## config.mk

```make
export PLATFORM = sky130hd
export DESIGN_NAME = dma_stream_writer
export DESIGN_NICKNAME = d
export VERILOG_FILES = /design/src/rtl/tjpu_dma_pkg.sv /design/src/rtl/sync_fifo.sv /design/src/rtl/dma_stream_writer.sv
export SDC_FILE = /design/constraint.sdc
export NUM_CORES = 2
export LEC_CHECK = 0
export ABC_AREA = 1
export BUFFER_PORTS_ARGS = -buffer_cell sky130_fd_sc_hd__buf_2
export CELL_PAD_IN_SITES_DETAIL_PLACEMENT = 1
export CELL_PAD_IN_SITES_GLOBAL_PLACEMENT = 2
export CORE_MARGIN = 3
export CORE_UTILIZATION = 43
export DETAILED_ROUTE_END_ITERATION = 12
export PLACE_DENSITY = 0.76
export REMOVE_ABC_BUFFERS = 1
export SETUP_SLACK_MARGIN = 0.15
export SYNTH_ARGS = -nofsm -noshare
export SYNTH_HDL_FRONTEND = slang
export SYNTH_SLANG_ARGS = --single-unit
```

## constraint.sdc

```tcl
create_clock -name clk -period 9.7 [get_ports clk]
set_input_delay 0.97 -clock clk [delete_from_list [all_inputs] [get_ports clk]]
set_output_delay 0.97 -clock clk [all_outputs]
set_load 0.05 [all_outputs]
```

## src/rtl/tjpu_dma_pkg.sv

```systemverilog
// Shared definitions for the TJPU DMA engines: FSM state encoding and default widths.
package tjpu_dma_pkg;

  localparam int DMA_DATA_W     = 128;
  localparam int DMA_ADDR_W     = 32;
  localparam int DMA_LEN_W      = 24;
  localparam int DMA_FIFO_DEPTH = 16;

  typedef enum logic [1:0] {
    IDLE = 2'd0,
    RUN  = 2'd1,
    DONE = 2'd2
  } dma_state_e;

endpackage

```

## src/rtl/sync_fifo.sv

```systemverilog
// Synchronous FIFO with registered read data: dout holds the popped word from the cycle after pop.
module sync_fifo #(
  parameter int DATA_W = 128,
  parameter int DEPTH  = 16
) (
  input  logic              clk,
  input  logic              rst,
  input  logic              push,
  input  logic [DATA_W-1:0] din,
  input  logic              pop,
  output logic [DATA_W-1:0] dout,
  output logic              full,
  output logic              empty
);
  localparam int AW = $clog2(DEPTH);
  localparam logic [AW:0] PTR_ONE = {{AW{1'b0}}, 1'b1};

  logic [DATA_W-1:0] mem_r [DEPTH];
  logic [AW:0]       wr_ptr_r;
  logic [AW:0]       rd_ptr_r;
  logic [DATA_W-1:0] dout_r;
  logic              push_ok_s;
  logic              pop_ok_s;

  // Extra pointer MSB separates full from empty when the indices match.
  assign empty     = (wr_ptr_r == rd_ptr_r);
  assign full      = (wr_ptr_r[AW-1:0] == rd_ptr_r[AW-1:0]) && (wr_ptr_r[AW] != rd_ptr_r[AW]);
  assign pop_ok_s  = pop && !empty;
  assign push_ok_s = push && (!full || pop_ok_s);
  assign dout      = dout_r;

  // Pointers and read-data register
  always_ff @(posedge clk) begin
    if (rst) begin
      wr_ptr_r <= '0;
      rd_ptr_r <= '0;
      dout_r   <= '0;
    end else begin
      if (push_ok_s) wr_ptr_r <= wr_ptr_r + PTR_ONE;
      if (pop_ok_s) begin
        rd_ptr_r <= rd_ptr_r + PTR_ONE;
        dout_r   <= mem_r[rd_ptr_r[AW-1:0]];
      end
    end
  end

  // Storage array; contents are qualified by the pointers so it needs no reset
  always_ff @(posedge clk) begin
    if (push_ok_s) mem_r[wr_ptr_r[AW-1:0]] <= din;
  end

endmodule

```

## src/rtl/dma_stream_writer.sv

```systemverilog
// Write-side DMA: buffers the accelerator result stream and writes it to consecutive memory words,
// then raises a level done interrupt that the host acknowledges.
module dma_stream_writer
  import tjpu_dma_pkg::*;
#(
  parameter int DATA_W     = DMA_DATA_W,
  parameter int ADDR_W     = DMA_ADDR_W,
  parameter int LEN_W      = DMA_LEN_W,
  parameter int FIFO_DEPTH = DMA_FIFO_DEPTH
) (
  input  logic              clk,
  input  logic              rst,
  input  logic              DMA_Write_Start,
  input  logic [ADDR_W-1:0] Write_Base,
  input  logic [LEN_W-1:0]  Write_Len,
  input  logic [DATA_W-1:0] M_Data,
  input  logic              M_Valid,
  output logic              M_Ready,
  output logic [ADDR_W-1:0] Mem_Addr,
  output logic [DATA_W-1:0] Mem_Data,
  output logic              Mem_Wr,
  input  logic              Mem_Ack,
  output logic              Done_Irq,
  input  logic              Done_Ack,
  output logic              Busy,
  output logic              Err_Start
);
  localparam logic [LEN_W-1:0]  CNT_ONE  = {{(LEN_W-1){1'b0}}, 1'b1};
  localparam logic [LEN_W-1:0]  DEPTH_L  = LEN_W'(FIFO_DEPTH);
  localparam logic [ADDR_W-1:0] ADDR_ONE = {{(ADDR_W-1){1'b0}}, 1'b1};

  dma_state_e        state_r;
  dma_state_e        state_nx_s;
  logic [LEN_W-1:0]  len_r;
  logic [LEN_W-1:0]  in_cnt_r;
  logic [LEN_W-1:0]  out_cnt_r;
  logic [LEN_W-1:0]  occ_s;
  logic [ADDR_W-1:0] next_addr_r;
  logic [ADDR_W-1:0] mem_addr_r;
  logic [DATA_W-1:0] mem_data_r;
  logic [DATA_W-1:0] fifo_dout_s;
  logic              mem_wr_r;
  logic              pf_valid_r;
  logic              done_irq_r;
  logic              busy_r;
  logic              err_start_r;
  logic              fifo_full_s;
  logic              fifo_empty_s;
  logic              push_s;
  logic              pop_s;
  logic              m_ready_s;
  logic              accept_s;
  logic              ack_s;
  logic              out_free_s;
  logic              load_pf_s;
  logic              load_in_s;
  logic              load_s;
  logic              start_ok_s;

  // Occupancy counts every accepted-but-unacked beat (FIFO, prefetch and write stage),
  // so the whole engine never holds more than FIFO_DEPTH beats.
  assign occ_s      = in_cnt_r - out_cnt_r;
  assign m_ready_s  = (state_r == RUN) && !fifo_full_s && (occ_s < DEPTH_L) && (in_cnt_r < len_r);
  assign accept_s   = M_Valid && m_ready_s;
  assign ack_s      = mem_wr_r && Mem_Ack;
  assign out_free_s = !mem_wr_r || Mem_Ack;
  assign start_ok_s = DMA_Write_Start && (state_r == IDLE);

  // Oldest beat first: prefetched FIFO head, else a fresh beat bypasses an empty FIFO.
  assign load_pf_s  = out_free_s && pf_valid_r;
  assign load_in_s  = out_free_s && !pf_valid_r && fifo_empty_s && accept_s;
  assign load_s     = load_pf_s || load_in_s;
  assign push_s     = accept_s && !load_in_s;
  assign pop_s      = !fifo_empty_s && (!pf_valid_r || load_pf_s);

  sync_fifo #(
    .DATA_W (DATA_W),
    .DEPTH  (FIFO_DEPTH)
  ) u_fifo (
    .clk   (clk),
    .rst   (rst),
    .push  (push_s),
    .din   (M_Data),
    .pop   (pop_s),
    .dout  (fifo_dout_s),
    .full  (fifo_full_s),
    .empty (fifo_empty_s)
  );

  // Next-state logic
  always_comb begin
    state_nx_s = state_r;
    case (state_r)
      IDLE: begin
        if (DMA_Write_Start) begin
          state_nx_s = (Write_Len == '0) ? DONE : RUN;
        end else begin
          state_nx_s = IDLE;
        end
      end
      RUN: begin
        if (ack_s && ((out_cnt_r + CNT_ONE) == len_r)) begin
          state_nx_s = DONE;
        end else begin
          state_nx_s = RUN;
        end
      end
      DONE: begin
        if (Done_Ack) begin
          state_nx_s = IDLE;
        end else begin
          state_nx_s = DONE;
        end
      end
      default: state_nx_s = IDLE;
    endcase
  end

  // Control, counters, prefetch flag and the registered memory-write stage
  always_ff @(posedge clk) begin
    if (rst) begin
      state_r     <= IDLE;
      len_r       <= '0;
      in_cnt_r    <= '0;
      out_cnt_r   <= '0;
      next_addr_r <= '0;
      mem_addr_r  <= '0;
      mem_data_r  <= '0;
      mem_wr_r    <= 1'b0;
      pf_valid_r  <= 1'b0;
      done_irq_r  <= 1'b0;
      busy_r      <= 1'b0;
      err_start_r <= 1'b0;
    end else begin
      state_r    <= state_nx_s;
      done_irq_r <= (state_nx_s == DONE);
      busy_r     <= (state_nx_s != IDLE);
      if (DMA_Write_Start && (state_r != IDLE)) err_start_r <= 1'b1;

      if (start_ok_s) begin
        len_r       <= Write_Len;
        in_cnt_r    <= '0;
        out_cnt_r   <= '0;
        next_addr_r <= Write_Base;
      end else begin
        if (accept_s) in_cnt_r <= in_cnt_r + CNT_ONE;
        if (ack_s) out_cnt_r <= out_cnt_r + CNT_ONE;
        if (load_s) next_addr_r <= next_addr_r + ADDR_ONE;
      end

      if (pop_s) begin
        pf_valid_r <= 1'b1;
      end else if (load_pf_s) begin
        pf_valid_r <= 1'b0;
      end

      if (load_s) begin
        mem_wr_r   <= 1'b1;
        mem_addr_r <= next_addr_r;
        mem_data_r <= load_pf_s ? fifo_dout_s : M_Data;
      end else if (ack_s) begin
        mem_wr_r <= 1'b0;
      end
    end
  end

  assign M_Ready   = m_ready_s;
  assign Mem_Addr  = mem_addr_r;
  assign Mem_Data  = mem_data_r;
  assign Mem_Wr    = mem_wr_r;
  assign Done_Irq  = done_irq_r;
  assign Busy      = busy_r;
  assign Err_Start = err_start_r;

endmodule

```

==> metrics.yaml <==
grt_pass1_wl_um: 462000
num_vias: 67223
clk_path_buf_depth: 4
final_util_pct: 49.2
grt_pass1_vias: 69259
cts_buffers: 282
post_cts_buffers: 0
place.gp.congestion: 0.819
p_leak_nw: 38.3
max_slew_margin_pct: 5.77
synth-edff-count: 2048
fin_crit_sh_pct: 62.7
drive_above_1_share_pct: 12.3
hold-worst-slack_ps: 384
holdBufCountCts: 0
ys_ff_latch: 2457
n_fill_cell: 23166
num_io_pins: 355
ir_worst_vdd_uv: 223
num_rows: 175
synth_top_area_cell: "edfxtp_1"
portBuffers: 354
crit_path_start_kind: "register"
core_sq_um: 228000
viasPerCell: 5.91
ys_seq_area_share_pct: 70.4
grt_util_all_layers_pct: 25.9
worst_slew_pin_slew_ps: 1410
finalSetupViolations: 0
synth_most_common_cell: "edfxtp_1"
finalMaxSlewViolations: 0
ctsHtreeMaxLevel: 5
crit_fanout: 51
yosys_warnings: 0
synth.area.top_cells: "edfxtp_1, dfxtp_1, nor2_1"
tns_ps: 0
die_y_um: 486
period_needed_ps: 6080
hp-class: "input pin to register"
seqCellArea_sq_um: 69700
gr-total-overflow: 0
die-width_um: 486
syn-instance-count: 7939
required_ps: 10220
worstSetupPathType: "register to register"
dp_slack_ps: 3620
post-dp-hpwl_um: 167000
die_area_sq_um: 236000
worstPathArrival_ps: 6600
synth_top_area_share_pct: 62.1
rsz0062_at_grt: "no"
first_pass_iters: 6
status: "finished clean"
dpl_cell_area_sq_um: 103000
cts_sinks: 2457
synth_cell_types: 49
hold_viol: 0
fin_nets: 8376
cts_tree: "yes"
synthToLayoutAreaGrowth_pct: 13.4
antenna_found_initial: 49
cap_violations: 0
cp-end-kind: "register"
synthArstFlopShare_pct: 0
cts-resized-gates: 0
wl_per_cell_um: 27.4
ant_nets: 0
initial_utilization_pct: 43.4
root_buffer: "clkbuf_16"
drt_wl_total_um: 312000
syn_area_sq_um: 99000
drt_iter0_drc: 5985
fin_skew_ps: 61.8
clock_latency_ps: 920
postLayoutCellArea_sq_um: 112000
cts.reportedPaths.clkPinSlew_ps: 50
synth_common_cells: "edfxtp_1, nor2_1, o21ai_0"
setup_slack_ps: 3620
max_clock_freq_mhz: 164
power_density_nw_per_um2: 272
synth.avg_cell_area_sq_um: 12.5
grt_max_degree: 194
drc: 0
ys.flop_type: "edfxtp_1"
multi_input_area_sq_um: 26300
-- cells in the final DEF (no fill, tap or decap), types with 5 or more instances in the layout --
cell type and n:
a21oi_1 224, a221oi_1 98, a31oi_1 5, buf_12 14
buf_2 354, buf_4 86, bufinv_16 17, clkbuf_1 72
clkbuf_16 292, clkbuf_8 20, clkinv_1 40, clkinv_2 35
clkinvlp_4 5, dfxtp_1 406, diode_2 20, edfxtp_1 2048
ha_1 53, inv_1 240, inv_2 7, inv_8 6
mux2_2 127, mux2i_1 201, nand2_1 484, nand3_1 147
nand3b_1 9, nand4_1 108, nor2_1 1574, nor2_2 22
nor2_4 18, nor3_1 40, nor4_1 17, o211ai_1 91
o21ai_0 812, o21ai_1 39, o221ai_1 201, o32ai_1 311
or2_2 5, xnor2_1 10, xor2_1 60
-- power by group --
part / internal (W) / total, W / switching (W) / leakage [nW]
sequential: 0.0119 / 0.0123 / 0.000386 / 21.8
clock: 0.00611 / 0.0103 / 0.00420 / 4.31
combinational: 0.00225 / 0.00798 / 0.00573 / 12.2
total: 0.0202 / 0.0305 / 0.0103 / 38.3
-- registers in the layout, indices dropped and copies added, names as in the netlist --
signal,count
u_fifo.rd_ptr_r,5
in_cnt_r,24
Err_Start,1
pf_valid_r,1
u_fifo.dout,128
Busy,1
next_addr_r,32
Mem_Wr,1
state_r,2
Mem_Addr,32
out_cnt_r,24
Done_Irq,1
Mem_Data,128
len_r,24
u_fifo.wr_ptr_r,5
u_fifo.mem_r,2048
-- critical path, stage by stage (launching register included) --
cell and delay (ps):
dfxtp_1 420, inv_1 110, ha_1 430, nand2_1 100, inv_1 110, nand2_1 100
nor2_1 180, nand3b_1 170, nand4_1 140, and2_1 220, nand2_1 100, nor3_1 170
nand2_1 100, nor2_1 230, nand3_1 220, a21oi_1 570, nand2_1 400, nor2_4 180
buf_4 960, buf_4 740
-- layout make-up --
class	instances	share of cell area [%]
inverters	255	0.895
clock buffers	385	7.00
flip-flops and latches	2457	62.1
clock inverters	104	0.843
multi-input cells	4683	23.4
repair buffers	454	2.40
diodes	20	0.0446
well taps	3009	3.35
-- kinds of logic (layout without fill, tap and decap cells) --
kind of cell             after synthesis  after routing  synth area share [%]
flip-flops                          2457           2457                  70.4
AND/OR/NAND/NOR                     2439           2439                  9.96
AO/OA/AOI/OAI                       1793           1793                  11.6
buffers and inverters                799           1198                  3.22
multiplexers                         328            328                  3.48
XOR/XNOR                              70             70                 0.619
adder cells (fa/ha/maj)               53             53                 0.670
other                                  0             20                     0
-- metrics by stage --
step,power (W),instances
3_5_place_dp,0.0204,10858
4_1_cts,0.0308,11347
6_report,0.0305,11367
3_3_place_gp,0.0203,10858
2_1_floorplan,0.0175,7395
5_1_grt,0.0319,11353
-- metal layers --
layer | track usage [%] | vias up | routed length (um) | share of wire [%]
met2 | 42.4 | 1948 | 149000 | 48
met1 | 35.8 | 34918 | 137000 | 44
li1 | - | 29844 | - | -
met3 | 4.21 | 491 | 17600 | 5.6
met5 | 0 | - | 145 | 0.047
met4 | 6.88 | 22 | 7470 | 2.4
-- worst paths after layout --
check	startpoint	to	slack [ps]	cells after the start
hold / removal	Write_Len[15]	len_r[15]$_SDFFE_PP0P_	380	3
setup reg to reg	out_cnt_r[18]$_SDFFE_PP0P_	u_fifo.mem_r[6][106]$_DFFE_PP_	3620	19
setup / recovery	out_cnt_r[18]$_SDFFE_PP0P_	u_fifo.mem_r[6][106]$_DFFE_PP_	3620	19
hold reg to reg	Err_Start$_SDFFE_PP0P_	Err_Start$_SDFFE_PP0P_	470	2
No activity file was read; power rests on OpenSTA's default activity.
